File: config.mk
export PLATFORM = sky130hd
export DESIGN_NAME = shift_add_mult
export DESIGN_NICKNAME = d
export VERILOG_FILES = /design/src/rtl/mult_pkg.sv /design/src/rtl/mult_cond_neg.sv /design/src/rtl/shift_add_mult.sv
export SDC_FILE = /design/constraint.sdc
export NUM_CORES = 1
export LEC_CHECK = 0
export ABC_AREA = 0
export BUFFER_PORTS_ARGS = -buffer_cell sky130_fd_sc_hd__buf_4
export CAP_MARGIN = 0
export CORE_UTILIZATION = 50
export CTS_BUF_LIST = sky130_fd_sc_hd__clkbuf_4 sky130_fd_sc_hd__clkbuf_8 sky130_fd_sc_hd__clkbuf_16
export DETAILED_ROUTE_END_ITERATION = 6
export HOLD_SLACK_MARGIN = 0.08
export PLACE_DENSITY_LB_ADDON = 0.1
export SYNTH_ARGS = -nofsm -noshare
export SYNTH_HDL_FRONTEND = slang
export SYNTH_SLANG_ARGS = --single-unit
File: constraint.sdc
create_clock -name clk -period 6.4 [get_ports clk]
set_clock_uncertainty 0.1 [all_clocks]
set_input_delay 0.32 -clock clk [delete_from_list [all_inputs] [get_ports clk]]
set_output_delay 0.32 -clock clk [all_outputs]
set_load 0.05 [all_outputs]
File: src/rtl/mult_pkg.sv
// rtl/mult_pkg.sv - shared FSM encoding and sizing helpers for the shift-add multiplier
package mult_pkg;

  typedef enum logic [1:0] {
    ST_IDLE = 2'd0,
    ST_CALC = 2'd1,
    ST_DONE = 2'd2
  } state_t;

  localparam int MIN_WIDTH = 4;
  localparam int MAX_WIDTH = 64;

  // Iteration counter width; one spare bit so WIDTH itself is representable.
  function automatic int cnt_width(input int width);
    return $clog2(width) + 1;
  endfunction

endpackage

File: src/rtl/mult_cond_neg.sv
// rtl/mult_cond_neg.sv - conditional two's-complement negator
module mult_cond_neg #(
  parameter int WIDTH = 32
) (
  input  logic [WIDTH-1:0] din,
  input  logic             neg,
  output logic [WIDTH-1:0] dout
);

  assign dout = neg ? (~din + WIDTH'(1)) : din;

endmodule

File: src/rtl/shift_add_mult.sv
// rtl/shift_add_mult.sv - sequential shift-and-add multiplier, signed or unsigned, WIDTH-cycle latency
module shift_add_mult
  import mult_pkg::*;
#(
  parameter int WIDTH = 32
) (
  input  logic               clk,
  input  logic               rst,
  input  logic               in_valid,
  output logic               in_ready,
  input  logic [WIDTH-1:0]   a,
  input  logic [WIDTH-1:0]   b,
  input  logic               signed_mode,
  output logic               out_valid,
  input  logic               out_ready,
  output logic [2*WIDTH-1:0] p
);

  localparam int CW = cnt_width(WIDTH);

  if (WIDTH < MIN_WIDTH || WIDTH > MAX_WIDTH) begin : g_width_check
    $error("shift_add_mult: WIDTH %0d outside legal range 4..64", WIDTH);
  end

  state_t             state, state_next;
  logic [WIDTH-1:0]   mcand;
  logic [2*WIDTH-1:0] acc;
  logic [CW-1:0]      cnt;
  logic               neg_res;

  logic [WIDTH-1:0]   a_mag, b_mag;
  logic [WIDTH:0]     sum;
  logic [2*WIDTH-1:0] acc_next, p_next;
  logic               accept, last_iter;

  assign in_ready  = (state == ST_IDLE);
  assign out_valid = (state == ST_DONE);
  assign accept    = in_valid & in_ready;
  assign last_iter = (state == ST_CALC) && (cnt == CW'(WIDTH - 1));

  mult_cond_neg #(.WIDTH(WIDTH)) u_neg_a (
    .din  (a),
    .neg  (signed_mode & a[WIDTH-1]),
    .dout (a_mag)
  );

  mult_cond_neg #(.WIDTH(WIDTH)) u_neg_b (
    .din  (b),
    .neg  (signed_mode & b[WIDTH-1]),
    .dout (b_mag)
  );

  mult_cond_neg #(.WIDTH(2*WIDTH)) u_neg_p (
    .din  (acc_next),
    .neg  (neg_res),
    .dout (p_next)
  );

  // Upper half accumulates; lower half starts as the multiplier and shifts out LSB-first.
  always_comb begin
    sum      = {1'b0, acc[2*WIDTH-1:WIDTH]} + (acc[0] ? {1'b0, mcand} : '0);
    acc_next = {sum, acc[WIDTH-1:1]};
  end

  always_ff @(posedge clk or posedge rst) begin
    if (rst) begin
      state <= ST_IDLE;
    end else begin
      state <= state_next;
    end
  end

  always_comb begin
    state_next = state;
    unique case (state)
      ST_IDLE: if (in_valid)  state_next = ST_CALC;
      ST_CALC: if (last_iter) state_next = ST_DONE;
      ST_DONE: if (out_ready) state_next = ST_IDLE;
      default:                state_next = ST_IDLE;
    endcase
  end

  always_ff @(posedge clk or posedge rst) begin
    if (rst) begin
      mcand   <= '0;
      acc     <= '0;
      cnt     <= '0;
      neg_res <= 1'b0;
      p       <= '0;
    end else if (accept) begin
      mcand   <= a_mag;
      acc     <= {{WIDTH{1'b0}}, b_mag};
      cnt     <= '0;
      neg_res <= signed_mode & (a[WIDTH-1] ^ b[WIDTH-1]);
    end else if (state == ST_CALC) begin
      acc <= acc_next;
      cnt <= cnt + CW'(1);
      if (last_iter) begin
        p <= p_next;
      end
    end
  end

endmodule

==> results of run 1 <==
## sequential cells by signal (all words and copies together) (netlist names)
register,cells
p,64
neg_res,1
acc,64
state,2
mcand,32
cnt,6
## metal layers
layer  global-route usage  share of wire
met1                0.393           0.48
met3               0.0395          0.062
met4               0.0860          0.016
met5                    0              0
met2                0.402           0.44
## placed cells by master (no fill, tap or decap), types with 12 or more instances in the layout
cell type	count
and2_1	40
clkbuf_16	17
nor2_1	51
o211ai_1	12
nand2_1	184
o41ai_1	13
dlygate4sd3_1	15
a22oi_1	29
dfrtp_1	168
or3_1	14
ha_1	36
xnor2_1	64
o31ai_1	24
a21oi_1	71
nand3_1	52
inv_1	21
nor4_1	14
a21o_1	14
o21ai_0	193
buf_4	140
xor2_1	76
nor3_1	24
## critical path, delay by kind of cell, from the launching register on
| family | cells | cell delay (ns) |
|---|---|---|
| adders and majority gates | 2 | 0.52 |
| DFF | 1 | 0.90 |
| AOI/OAI and AO/OA | 7 | 2.32 |
| xor gates and xnor gates | 1 | 0.19 |
| and+or+nand+nor | 3 | 0.77 |
## per-stage QoR
stage          area [um^2]  worst slack (ns)  cells   util  hold WS (ns)
2_1_floorplan        11300              1.40   1343      -         0.342
3_3_place_gp         12400              1.71   1683  0.565         0.354
3_5_place_dp         12400              1.54   1683  0.565         0.364
4_1_cts              13200              1.50   1730  0.600        0.0802
5_1_grt              13200             0.991   1730  0.600        0.0995
6_report             13200              1.43   1730  0.600        0.0930
## cells by family (layout without fill, tap and decap cells)
family | count (synthesis) | after routing
muxes | 8 | 8
buffers and inverters | 102 | 209
xor gates and xnor gates | 140 | 140
DFF | 169 | 169
AOI/OAI and AO/OA | 422 | 422
adders and majority gates | 37 | 37
and+or+nand+nor | 465 | 465
## where the power goes
group,switching (uW),internal (uW)
logic,1740,1130
clock network,475,638
registers,374,1380
## area by class of cell
cell class,instances,area share
clock buffers,19,0.0333
clock inverters,13,0.0139
inverters,22,0.00663
multi-input cells,1072,0.509
flip-flops and latches,169,0.320
well taps,280,0.0265
repair buffers,155,0.0909
## worst paths after layout
kind / start / end / slack [ns]
max: acc[0] / p[62] / 1.43
min: b[20] / acc[20] / 0.09
max reg2reg: acc[0] / p[62] / 1.43
min reg2reg: mcand[28] / mcand[28] / 0.38
max in group asynchronous: rst / mcand[12] / 4.20
min in group asynchronous: rst / p[22] / 0.50
==> impl_results.md, run 1 <==
* Status: finished, violations left
* Failing checks: design-rule violations
* Pwr Density at around 430 nW/um^2
* Main combinational cell family by area after synthesis: compound AO/OA/AOI/OAI gates
* Post-CTS setup buffer count at 0
* Max_cap viols at 0
* Count leader, synth: o21ai_0
* Num CTS Buffers at 17
* Crit start category: flop
* Htree depth at 4
* Largest area contributor in the netlist: dfrtp_1
* Max Fclk at between 200 and 250 MHz
* First-pass GRT wire length at roughly 50,000 um
* Clock sinks at 169
* Footprint of the multi-input gates at just under 7000 um^2
* Max-slew violations at 0
* 1st-iter DRT viols at 590
* Mean post-synth cell area at roughly 8.4 um^2
* Tmin final at 4.97 ns
* Async S/R FF share, synth at 1.00
* CTS Hold Bufs at 15
* Synth Area in Adders at 0.0416
* Slew @ Worst Pin at ~1.2 ns
* Peak VDD IR at ~0.23 mV
* Min-Delay Path Class: in -> reg
* Synth Area in Simple Gates at 0.207
* Die height at around 150 um
* RSZ-0062 raised after global routing: false
* Nets at 1,543
* Antenna-violating nets left at 0
* Post-synthesis mux area share at 0.00753
* Clk root buf: clkbuf_16
* Vias in the first global route at around 9,500
* Ranking of synthesized cells by area: dfrtp_1, o21ai_0, nand2_1, xor2_1, xnor2_1
* Slowest stage cell, crit path: dfrtp_1
* Routability cong. at ~1
* Distinct cell type count after synthesis at 74
* Ys flop type: dfrtp_1
* Full die area at ~23,000 um^2
* Initial Util at 0.513
* Max Fanout on Critical Path at 33
* Setup violators final at 0
* Setup_tns at 0 ns
* Sequential cell area at between 4000 and 5000 um^2
* Nature of the critical path endpoint: flop
* WL per Instance at between 15 and 20 um
* TritonRoute pass-1 iters at 7
* Antenna violations before repair at 0
* # diodes at 0
* Die Wd at 152 um
* CP dominant cell by count: nand3_1
* Top-area cell type share of the netlist area at 0.374
* Share of cells above drive strength 1 at 0.146
* Max_slew headroom at 0.183
* Grt total ovfl at 0
* Fillers at approximately 2,000
* Total Routing Usage GR at 0.267
* Post-synth EDFFs at 0
* Pleak at ~0.0057 uW
* Max stage delay on crit path at ~0.9 ns
* Data arrival time of the critical path at a little over 5 ns
* Synth Warn # at 0
* Max Root-Sink Buffers at 2
* HPWL Detailed at ~22,000 um
* Row count at 54
* Synth Register Bits at around 170
* Compound-Gate Fraction of Synth Area at 0.227
* Top cells by count, synth: o21ai_0, nand2_1, dfrtp_1
* Clk_lat worst skew at roughly 0.43 ns
* WL final at 30,500 um
* Layout area overhead at 16.9%
* Worst-path clk slew at about 0.070 ns
* Largest net degree at the start of global routing at 129
* Post-cts sizing count at 0
* Cell count of the worst hold path at 3
* Synth Cell Area at about 11,000 um^2
* Mapped Cells at between 1,000 and 1,500
* Via count at approximately 10,000
* R2R cell count at 13
* Synth Area in XOR/XNOR at 0.108
* # IOs at about 140
* Total Power at ~5700 uW
* Vias/cell at 5.91
* Post-synthesis net count at about 1,400
* Drc violations at 7
* Final cycle utilization of the critical path at 0.776
* Worst Path Required at roughly 6.6 ns
* Seq/Total Area, Yosys at 0.374
* CP cell instances: and2_1, ha_1, fa_1, a211oi_1, o211ai_1, nand3_1, a31oi_1, o32ai_1, a2111oi_0, nand3_1, o41ai_1, xor2_1, o21ai_0
* Setup CP Type: reg -> reg
* Final count of hold timing violations at 0
* TritonCTS clock tree: built
* I/O Buffers at 134
* Core Region at approximately 22,000 um^2
Power figures use the tool's default switching activity.
==> inputs of run 2 (changes only) <==
clock period = 4.7 ns   (was 6.4 ns; I/O delays follow)
==> run 2 against run 1 <==
  * The flow still finishes with violations (design-rule violations)
  * Critical path depth increased by 1
  * Final cell count increased by 4.3%
  * Core utilization increased by 3.0 points
  * Maximum frequency increased by 17%
  * Power increased by 39%
  * Clock power increased by 28%
  * Sequential power increased by 34%
  * Clock-buffer cell count decreased by 1
  * Register-to-register slack got worse by 1.0 ns
  * First-iteration DRC count increased by 26%
  * Non-clock buffer count increased by 75
  * Largest power group unchanged
  * Highest routed layer unchanged
==> impl_results.md, run 2 (synthesis results as in run 1) <==
* CTS Hold Bufs at 67 (was 15)
* WL per Instance at 17.2 um (was 17.6 um)
* Pleak at 0.00602 uW (was 0.00571 uW)
* Area after DPL at 12,600 um^2 (was 12,400 um^2)
* Max Fclk at 235 MHz (was 201 MHz)
* Worst R2R Start: acc[0] (unchanged)
* Share of cells above drive strength 1 at 0.153 (was 0.146)
* Min-Delay Path Class: in -> reg (unchanged)
* Switching Power at 3590 uW (was 2590 uW)
* Die Wd at 152 um (unchanged)
* Status: finished, violations left (unchanged)
* Comb power frac at 0.527 (was 0.500)
* Clk root buf: clkbuf_16 (unchanged)
* Cell count of the worst hold path at 4 (was 3)
* # diodes at 0 (unchanged)
* Final cycle utilization of the critical path at 0.907 (was 0.776)
* Slew @ Worst Pin at 1.07 ns (was 1.22 ns)
* # IOs at 135 (unchanged)
* 1st-iter DRT viols at 746 (was 590)
* Hold path startpoint: b[0] (was b[20])
* Clock sinks at 169 (unchanged)
* Max Fanout on Critical Path at 10 (was 33)
* TritonCTS clock tree: built (unchanged)
* Peak VDD IR at 0.240 mV (was 0.228 mV)
* TritonRoute pass-1 iters at 7 (unchanged)
* Grt total ovfl at 0 (unchanged)
* Int Power at 4390 uW (was 3140 uW)
* Num CTS Buffers at 17 (unchanged)
* Switching share of power at 0.450 (was 0.452)
* Reg2Reg Setup Slack at 0.44 ns (was 1.43 ns)
* First-pass GRT wire length at 51,300 um (was 49,900 um)
* RR Endpoint: p[62] (unchanged)
* Max Root-Sink Buffers at 2 (unchanged)
* Data arrival time of the critical path at 4.43 ns (was 5.14 ns)
* Full die area at 23,200 um^2 (unchanged)
* Nature of the critical path endpoint: flop (unchanged)
* Vias in the first global route at 9,916 (was 9,456)
* Fillers at 1,956 (was 2,046)
* Crit start category: flop (unchanged)
* Register share of total power at 0.295 (was 0.306)
* Regs by FF count: acc: 64 flops, p: 64 flops, mcand: 32 flops (unchanged)
* I/O Buffers at 134 (unchanged)
* Antenna violations before repair at 0 (unchanged)
* Post-CTS setup buffer count at 0 (unchanged)
* Worst-path clk slew at 0.08 ns (was 0.07 ns)
* Worst Path Required at 4.87 ns (was 6.58 ns)
* Antenna-violating nets left at 0 (unchanged)
* Die height at 152 um (unchanged)
* Via count at 10,500 (was 10,200)
* R2R cell count at 14 (was 13)
* RSZ-0062 raised after global routing: false (unchanged)
* Tmin final at 4.26 ns (was 4.97 ns)
* Clk_lat worst skew at 0.44 ns (was 0.43 ns)
* Layout area overhead at 22.9% (was 16.9%)
* Initial Util at 0.513 (unchanged)
* Core Region at 22,000 um^2 (unchanged)
* Setup_tns at 0 ns (unchanged)
* Post-cts sizing count at 0 (unchanged)
* Most common cell after layout, fill and taps aside: o21ai_0 (unchanged)
* Htree depth at 4 (unchanged)
* Clock network power share at 0.178 (was 0.194)
* Drc violations at 10 (was 7)
* Row count at 54 (unchanged)
* Hold Path Sink: acc[3] (was acc[20])
* Failing checks: design-rule violations (unchanged)
* Nets at 1,618 (was 1,543)
* Setup CP Type: reg -> reg (unchanged)
* Vias/cell at 5.80 (was 5.91)
* Final count of hold timing violations at 0 (unchanged)
* Max_slew headroom at 0.288 (was 0.183)
* Most frequent cells in the layout: o21ai_0, nand2_1, dfrtp_1 (unchanged)
* Final Util at 0.631 (was 0.600)
* Max-slew violations at 0 (unchanged)
* Post-route design area at 13,900 um^2 (was 13,200 um^2)
* WL final at 31,000 um (was 30,500 um)
* Total Routing Usage GR at 0.276 (was 0.267)
* Largest net degree at the start of global routing at 170 (was 129)
* Routability cong. at 0.917 (was 0.981)
* Max_cap viols at 0 (unchanged)
* HPWL Detailed at 22,300 um (was 22,200 um)
* Setup violators final at 0 (unchanged)
* Pwr Density at 574 nW/um^2 (was 434 nW/um^2)
run 2: power by group through the flow:
stage | sequential, uW | clock (uW) | combinational, uW
floorplan | 2170 | 0 | 3010
global placement | 2360 | 0 | 4050
detailed placement | 2360 | 0 | 4110
CTS | 2340 | 1440 | 4160
global route | 2420 | 1490 | 4680
finish | 2350 | 1420 | 4200
run 2: area by class of cell:
class / instances / area [um^2] / area share
Clock buffer: 18 / 439 / 0.0316
Clock inverter: 14 / 150 / 0.0108
Inverter: 22 / 86.3 / 0.00622
Multi-Input combinational cell: 1072 / 6730 / 0.484
Sequential cell: 169 / 4230 / 0.305
Tap cell: 280 / 350 / 0.0252
Timing Repair Buffer: 230 / 1910 / 0.137
run 2: worst max path at each step:
stage,start,endpoint,slack (ns)
global route,acc[0],p[56],0.15
finish,acc[0],p[62],0.44
global placement,acc[0],p[62],0.54
floorplan,acc[0],p[62],0.77
CTS,acc[0],p[62],0.46
detailed placement,acc[0],p[62],0.45
run 2: critical path, stage by stage (launching register included):
cell       delay, ns
dfrtp_1         0.47
and2_1          0.22
ha_1            0.23
fa_1            0.47
a211oi_1        0.32
o211ai_1        0.35
nand3_1         0.23
and4_1          0.22
o32ai_1         0.12
a2111oi_0       0.42
buf_4           0.19
nand3_1         0.16
o41ai_1         0.34
xor2_1          0.18
o21ai_0         0.09
run 2: stage by stage:
step	power [uW]	setup slack, ns	hold slack (ns)	instances
floorplan	5190	0.772	0.268	1343
global placement	6410	0.538	0.356	1706
detailed placement	6460	0.448	0.364	1706
CTS	7940	0.460	0.100	1805
global route	8590	0.146	0.150	1805
finish	7980	0.438	0.108	1805
run 2: metal layers:
layer | vias to the layer above | track usage | part of all wire
li1 | 5189 | - | -
met5 | - | 0 | 0
met2 | 312 | 0.419 | 0.44
met1 | 4931 | 0.401 | 0.49
met3 | 43 | 0.0418 | 0.053
met4 | 0 | 0.0923 | 0.021
